--- config.mk ---
export PLATFORM = sky130hd
export DESIGN_NAME = imm_extend_pipe
export DESIGN_NICKNAME = d
export VERILOG_FILES = /design/src/rtl/imm_pkg.sv /design/src/rtl/imm_fmt_decode.sv /design/src/rtl/imm_extend_pipe.sv
export SDC_FILE = /design/constraint.sdc
export NUM_CORES = 1
export LEC_CHECK = 0
export BUFFER_PORTS_ARGS = -buffer_cell sky130_fd_sc_hd__buf_2
export CORE_AREA = 2 2 108 110
export CTS_CLUSTER_SIZE = 25
export DETAILED_ROUTE_END_ITERATION = 10
export DIE_AREA = 0 0 110 112
export HOLD_SLACK_MARGIN = 0.02
export PLACE_DENSITY = 0.68
export SLEW_MARGIN = 20
export SYNTH_ARGS = -nofsm -noshare
export SYNTH_HDL_FRONTEND = slang
export SYNTH_SLANG_ARGS = --single-unit
--- constraint.sdc ---
create_clock -name clk -period 2.3 [get_ports clk]
set_clock_uncertainty 0.1 [all_clocks]
set_input_delay 0.23 -clock clk [delete_from_list [all_inputs] [get_ports clk]]
set_output_delay 0.23 -clock clk [all_outputs]
set_load 0.005 [all_outputs]
--- src/rtl/imm_pkg.sv ---
// Shared definitions for the ARMv8 immediate-extension pipeline:
// the decoded format enum and the opcode mask/match pairs used to
// classify an instruction word.
package imm_pkg;

  typedef enum logic [2:0] {
    FMT_NONE  = 3'd0,
    FMT_B     = 3'd1,
    FMT_CB    = 3'd2,
    FMT_BCOND = 3'd3,
    FMT_D     = 3'd4,
    FMT_I     = 3'd5,
    FMT_IW    = 3'd6
  } imm_fmt_e;

  // B/BL: instr[30:26] = 00101
  localparam logic [31:0] B_MASK      = 32'h7C00_0000;
  localparam logic [31:0] B_MATCH     = 32'h1400_0000;
  // CBZ/CBNZ: instr[30:25] = 011010
  localparam logic [31:0] CB_MASK     = 32'h7E00_0000;
  localparam logic [31:0] CB_MATCH    = 32'h3400_0000;
  // B.cond: instr[31:24] = 0x54
  localparam logic [31:0] BCOND_MASK  = 32'hFF00_0000;
  localparam logic [31:0] BCOND_MATCH = 32'h5400_0000;
  // Load/store unscaled: instr[29:27] = 111, instr[24] = 0, instr[21] = 0
  localparam logic [31:0] D_MASK      = 32'h3920_0000;
  localparam logic [31:0] D_MATCH     = 32'h3800_0000;
  // Add/sub immediate: instr[28:24] = 10001
  localparam logic [31:0] I_MASK      = 32'h1F00_0000;
  localparam logic [31:0] I_MATCH     = 32'h1100_0000;
  // Move wide: instr[28:23] = 100101
  localparam logic [31:0] IW_MASK     = 32'h1F80_0000;
  localparam logic [31:0] IW_MATCH    = 32'h1280_0000;

  function automatic logic op_match(input logic [31:0] instr,
                                    input logic [31:0] mask,
                                    input logic [31:0] match);
    return (instr & mask) == match;
  endfunction

endpackage

--- src/rtl/imm_fmt_decode.sv ---
// Combinational classifier: maps a 32-bit ARMv8 instruction word to its
// immediate format. Earlier entries in the priority chain win.
module imm_fmt_decode
  import imm_pkg::*;
(
  input  logic [31:0] instr,
  output imm_fmt_e    fmt
);

  // Priority match of the opcode patterns, NONE when nothing matches
  always_comb begin
    fmt = FMT_NONE;
    if (op_match(instr, B_MASK, B_MATCH))
      fmt = FMT_B;
    else if (op_match(instr, CB_MASK, CB_MATCH))
      fmt = FMT_CB;
    else if (op_match(instr, BCOND_MASK, BCOND_MATCH))
      fmt = FMT_BCOND;
    else if (op_match(instr, D_MASK, D_MATCH))
      fmt = FMT_D;
    else if (op_match(instr, I_MASK, I_MATCH))
      fmt = FMT_I;
    else if (op_match(instr, IW_MASK, IW_MATCH))
      fmt = FMT_IW;
  end

endmodule

--- src/rtl/imm_extend_pipe.sv ---
// Two-stage immediate extraction/extension pipeline with valid/ready
// handshakes on both sides, flush, and a saturating illegal counter.
// S1 holds the instruction payload and its decoded format; S2 holds the
// extended immediate, format and illegal flag presented to the consumer.
// Build option IMM_BRANCH_SHL2_EN: when defined, B/CB/BCOND offsets are
// returned as byte offsets (shifted left by 2); otherwise as word offsets.
module imm_extend_pipe
  import imm_pkg::*;
#(
  parameter int XLEN  = 64,
  parameter int CNT_W = 16
) (
  input  logic             clk,
  input  logic             rst_n,
  input  logic             flush,
  input  logic             in_valid,
  output logic             in_ready,
  input  logic [31:0]      in_instr,
  output logic             out_valid,
  input  logic             out_ready,
  output logic [XLEN-1:0]  out_imm,
  output logic [2:0]       out_fmt,
  output logic             out_illegal,
  output logic [CNT_W-1:0] illegal_cnt
);

  function automatic logic signed [XLEN-1:0] sext26(input logic [25:0] f);
    return signed'({{(XLEN-26){f[25]}}, f});
  endfunction

  function automatic logic signed [XLEN-1:0] sext19(input logic [18:0] f);
    return signed'({{(XLEN-19){f[18]}}, f});
  endfunction

  function automatic logic signed [XLEN-1:0] sext9(input logic [8:0] f);
    return signed'({{(XLEN-9){f[8]}}, f});
  endfunction

  function automatic logic signed [XLEN-1:0] zext12(input logic [11:0] f);
    return signed'({{(XLEN-12){1'b0}}, f});
  endfunction

  // Move-wide payload placed in 16-bit lane hw; callers reject lanes
  // that do not exist for the configured XLEN.
  function automatic logic signed [XLEN-1:0] movewide(input logic [15:0] f,
                                                      input logic [1:0]  hw);
    logic [XLEN-1:0] w;
    w = {{(XLEN-16){1'b0}}, f} << {hw, 4'b0000};
    return signed'(w);
  endfunction

  function automatic logic signed [XLEN-1:0] branch_off(input logic signed [XLEN-1:0] v);
`ifdef IMM_BRANCH_SHL2_EN
    return v <<< 2;
`else
    return v;
`endif
  endfunction

  function automatic logic [CNT_W-1:0] sat_inc(input logic [CNT_W-1:0] v);
    return (&v) ? v : v + CNT_W'(1);
  endfunction

  imm_fmt_e               fmt_dec;

  logic                   vld_p1;
  logic [25:0]            instr_p1;
  imm_fmt_e               fmt_p1;

  logic                   vld_p2;
  logic signed [XLEN-1:0] imm_p2;
  imm_fmt_e               fmt_p2;
  logic                   ill_p2;

  logic [CNT_W-1:0]       cnt_q;

  logic                   adv_p1;
  logic                   s1_open;
  logic                   accept;
  logic signed [XLEN-1:0] imm_nx;
  logic                   ill_nx;

  // S1 can move into S2 whenever S2 is empty or is being drained this cycle;
  // S1 can take a new word when it is empty or moving on.
  assign adv_p1   = !vld_p2 || out_ready;
  assign s1_open  = !vld_p1 || adv_p1;
  assign in_ready = rst_n && !flush && s1_open;
  assign accept   = in_valid && in_ready;

  imm_fmt_decode u_dec (
    .instr (in_instr),
    .fmt   (fmt_dec)
  );

  // ---- S1: input register (instruction payload + decoded format) ----

  // S1 occupancy
  always_ff @(posedge clk) begin
    if (!rst_n)
      vld_p1 <= 1'b0;
    else if (flush)
      vld_p1 <= 1'b0;
    else if (s1_open)
      vld_p1 <= in_valid;
  end

  // S1 payload; only bits [25:0] feed any immediate field
  always_ff @(posedge clk) begin
    if (accept) begin
      instr_p1 <= in_instr[25:0];
      fmt_p1   <= fmt_dec;
    end
  end

  // Field extraction and extension for the entry held in S1
  always_comb begin
    imm_nx = '0;
    ill_nx = 1'b0;
    case (fmt_p1)
      FMT_B:             imm_nx = branch_off(sext26(instr_p1[25:0]));
      FMT_CB, FMT_BCOND: imm_nx = branch_off(sext19(instr_p1[23:5]));
      FMT_D:             imm_nx = sext9(instr_p1[20:12]);
      FMT_I:             imm_nx = zext12(instr_p1[21:10]);
      FMT_IW: begin
        // Lanes 2 and 3 do not exist in a 32-bit datapath
        if (XLEN == 32 && instr_p1[22])
          ill_nx = 1'b1;
        else
          imm_nx = movewide(instr_p1[20:5], instr_p1[22:21]);
      end
      default:           ill_nx = 1'b1;
    endcase
  end

  // ---- S2: output register presented to the consumer ----

  // S2 occupancy
  always_ff @(posedge clk) begin
    if (!rst_n)
      vld_p2 <= 1'b0;
    else if (flush)
      vld_p2 <= 1'b0;
    else if (adv_p1)
      vld_p2 <= vld_p1;
  end

  // S2 result; frozen while the consumer stalls so outputs stay stable
  always_ff @(posedge clk) begin
    if (!rst_n) begin
      imm_p2 <= '0;
      fmt_p2 <= FMT_NONE;
      ill_p2 <= 1'b0;
    end else if (adv_p1 && vld_p1) begin
      imm_p2 <= imm_nx;
      fmt_p2 <= fmt_p1;
      ill_p2 <= ill_nx;
    end
  end

  // Saturating count of illegal results actually handed to the consumer
  always_ff @(posedge clk) begin
    if (!rst_n)
      cnt_q <= '0;
    else if (vld_p2 && out_ready && ill_p2)
      cnt_q <= sat_inc(cnt_q);
  end

  assign out_valid   = vld_p2;
  assign out_imm     = imm_p2;
  assign out_fmt     = fmt_p2;
  assign out_illegal = ill_p2;
  assign illegal_cnt = cnt_q;

endmodule

==> out/metrics.cfg <==
[route]
routed_wl_mm=14.14
wire_per_inst_um=17.95
first_pass_iters=7
drc=0
ant_nets=0
first_iter_violations=577
vias_per_cell=5.754
top_layer=met4
wl_met3_mm=1.054
drt-met1-wl_mm=6.034
dr_wl_met2_mm=6.638
vias=4534

[floorplan]
die_w_um=110
core-area_mm2=0.01117
dieArea_mm2=0.01232
ios=123
die_y_um=112
start_util_pct=43.69
rows=39

[timing]
finalSetupViolCount=0
relSlewSlack_pct=31.34
rsz0062_at_grt=false
timing.final.ws_setup_ps=170.2
hold_violations=0
slew_viol_final=0
fin_tns_setup_ps=0
period_minus_slack_ps=2130
hold_ws_ps=51.90
min_period_over_period_pct=92.60
worstMarginPinSlew_ps=1026
max_freq_mhz=469.5

[flow_run]
maxCapViolCount=0

[synthesis]
syn_avg_cell_area_um2=10.00
yosys-top-cells-area=dfxtp_1 (35%), edfxtp_1 (18%), a221o_1 (8.0%)
syn_nets=526
synth_seq_area_share_pct=53.10
synthFlopType=dfxtp_1
ys_ff_latch=115
synth_edf_count=29
async_flop_share_pct=0
synth_top_area_cell=dfxtp_1
syn_inst=488
synth_top_area_share_pct=35.26
yosysUniqueCellTypes=49
ys_warn_count=0
syn_area_mm2=0.004882

[clock_network]
clk_pin_slew_worst_paths_ps=60
clockBufferDepth=2
clk_latency_ps=420
cts_tree=built
cts_resized=0
cts-buffers-inserted=17
cts.hold.buffers_added=27
postCtsSetupRepairBufs=0
htreeDepth=4
cts_root_buffer=clkbuf_16
clkSinkCount=115

[global_route]
grt_max_degree=45
grt_pass1_vias=4298
antenna_found_initial=0
grt_usage_pct=24.06
grt_remaining_overflow=0
grt_first_pass_wirelength_mm=22.36

[worst_setup_path]
cp_slowest_cell=nor2_1
crit_family=simple AND/OR/NAND/NOR gates
cp_max_fo=16
required_ps=2550
slowest_delay_ps=800
r2r_slack_ps=170
cp.arrival_ps=2380
rr_endpoint=out_imm[42]$_SDFFE_PN0P_
start_kind=flip-flop
worstSetupPathType=reg2reg
cp_num_buf_inv=0
rr_worst_depth=4
cp_cell_sequence=and4b_1 -> nand4_1 -> nor2_1 -> a221o_1
reg2reg_from=fmt_p1[0]$_SDFFCE_PN1P_
endpoint_kind=flip-flop

[power]
p_leak_nw=2.704
power.total_mw=5.065
power_density_mw_per_mm2=774.0
max-vdd-ir-drop_v=0.0005723

[placement]
gp_congestion=0.9136
dpl.hpwl_mm=9.244
io_buffers=122
dpl_worst_slack_ps=204.8
dp.cells=729
place_area_mm2=0.005672

[finish]
final_cell_area_mm2=0.006544
drive_gt1_share_pct=28.53
finalNonFillerCells=788
layout.nets=670
diodes=0
fin_util_pct=58.56
area_growth_pct=34.03

[hold_path]
hold_path.class=in2reg
worst_hold_startpoint=flush
min_path_cells=3
min_to=out_valid$_SDFFE_PP0P_

[outcome]
status=finished, final reports clean

## worst register-to-register path, cell delays in order, from the launching register on
cell and delay, ps:
edfxtp_1 430, and4b_1 310, nand4_1 140, nor2_1 800, a221o_1 300
## cell usage after synthesis (all sizes together), types with 11 or more instances
cell,count
a21oi,59
nand3,12
clkbuf,29
o21ai,30
nand3b,14
nor2,11
edfxtp,29
nand2,50
mux2i,13
buf,14
a221o,39
a211oi,23
dfxtp,86
## worst max path at each step
| stage | start | to | slack (ps) | depth (start not counted) |
|---|---|---|---|---|
| after CTS | fmt_p1[0]$_SDFFCE_PN1P_ | out_imm[42]$_SDFFE_PN0P_ | 190 | 4 |
| after detailed placement | fmt_p1[0]$_SDFFCE_PN1P_ | out_imm[42]$_SDFFE_PN0P_ | 200 | 4 |
| final | fmt_p1[0]$_SDFFCE_PN1P_ | out_imm[42]$_SDFFE_PN0P_ | 170 | 4 |
| after floorplan | vld_p1$_SDFFE_PP0P_ | fmt_p1[0]$_SDFFCE_PN1P_ | 370 | 3 |
| after global placement | fmt_p1[0]$_SDFFCE_PN1P_ | out_imm[61]$_SDFFE_PN0P_ | 300 | 5 |
| after global routing | fmt_p1[0]$_SDFFCE_PN1P_ | out_imm[42]$_SDFFE_PN0P_ | 60 | 5 |
## metal layers
layer	vias up	track usage [%]
li1	2166	-
met1	2134	30.77
met2	201	36.97
met3	33	7.904
met4	0	10.38
met5	-	0
## final cells by class
cell class | instances | area, µm²
Clock buffer | 23 | 509.2
Clock inverter | 9 | 92.59
Fill cell | 932 | 4631
Inverter | 3 | 11.26
Multi-Input combinational cell | 327 | 2111
Sequential cell | 115 | 2592
Tap cell | 143 | 178.9
Timing Repair Buffer | 168 | 1049
## cell families after synthesis
group | share of synthesized area [%]
flip-flops | 53.10
adder cells (fa/ha/maj) | 0.2562
AND/OR/NAND/NOR | 16.04
multiplexers | 2.896
buffers and inverters | 3.896
AO/OA/AOI/OAI | 23.81
## power breakdown
group | internal (mW) | total, mW | switching [mW]
clock | 1.67 | 2.60 | 0.934
combinational | 0.134 | 0.286 | 0.152
sequential | 2.12 | 2.18 | 0.0567
total | 3.92 | 5.06 | 1.14
## flip-flops by register name, indices dropped and copies added (netlist names)
name and count:
vld_p1 1, out_illegal 1, illegal_cnt 16, out_fmt 3, fmt_p1 3, out_valid 1
out_imm 64, instr_p1 26
## cells in the final DEF, fill, tap and decap left out, drive strengths merged, types with 13 or more instances in the layout
cell type	instances
clkbuf	23
edfxtp	29
mux2i	13
a221o	39
nand3b	14
o21ai	30
a211oi	23
a21oi	59
buf	141
dlygate4sd3	27
nand2	50
dfxtp	86
No activity file was read; power rests on OpenSTA's default activity.
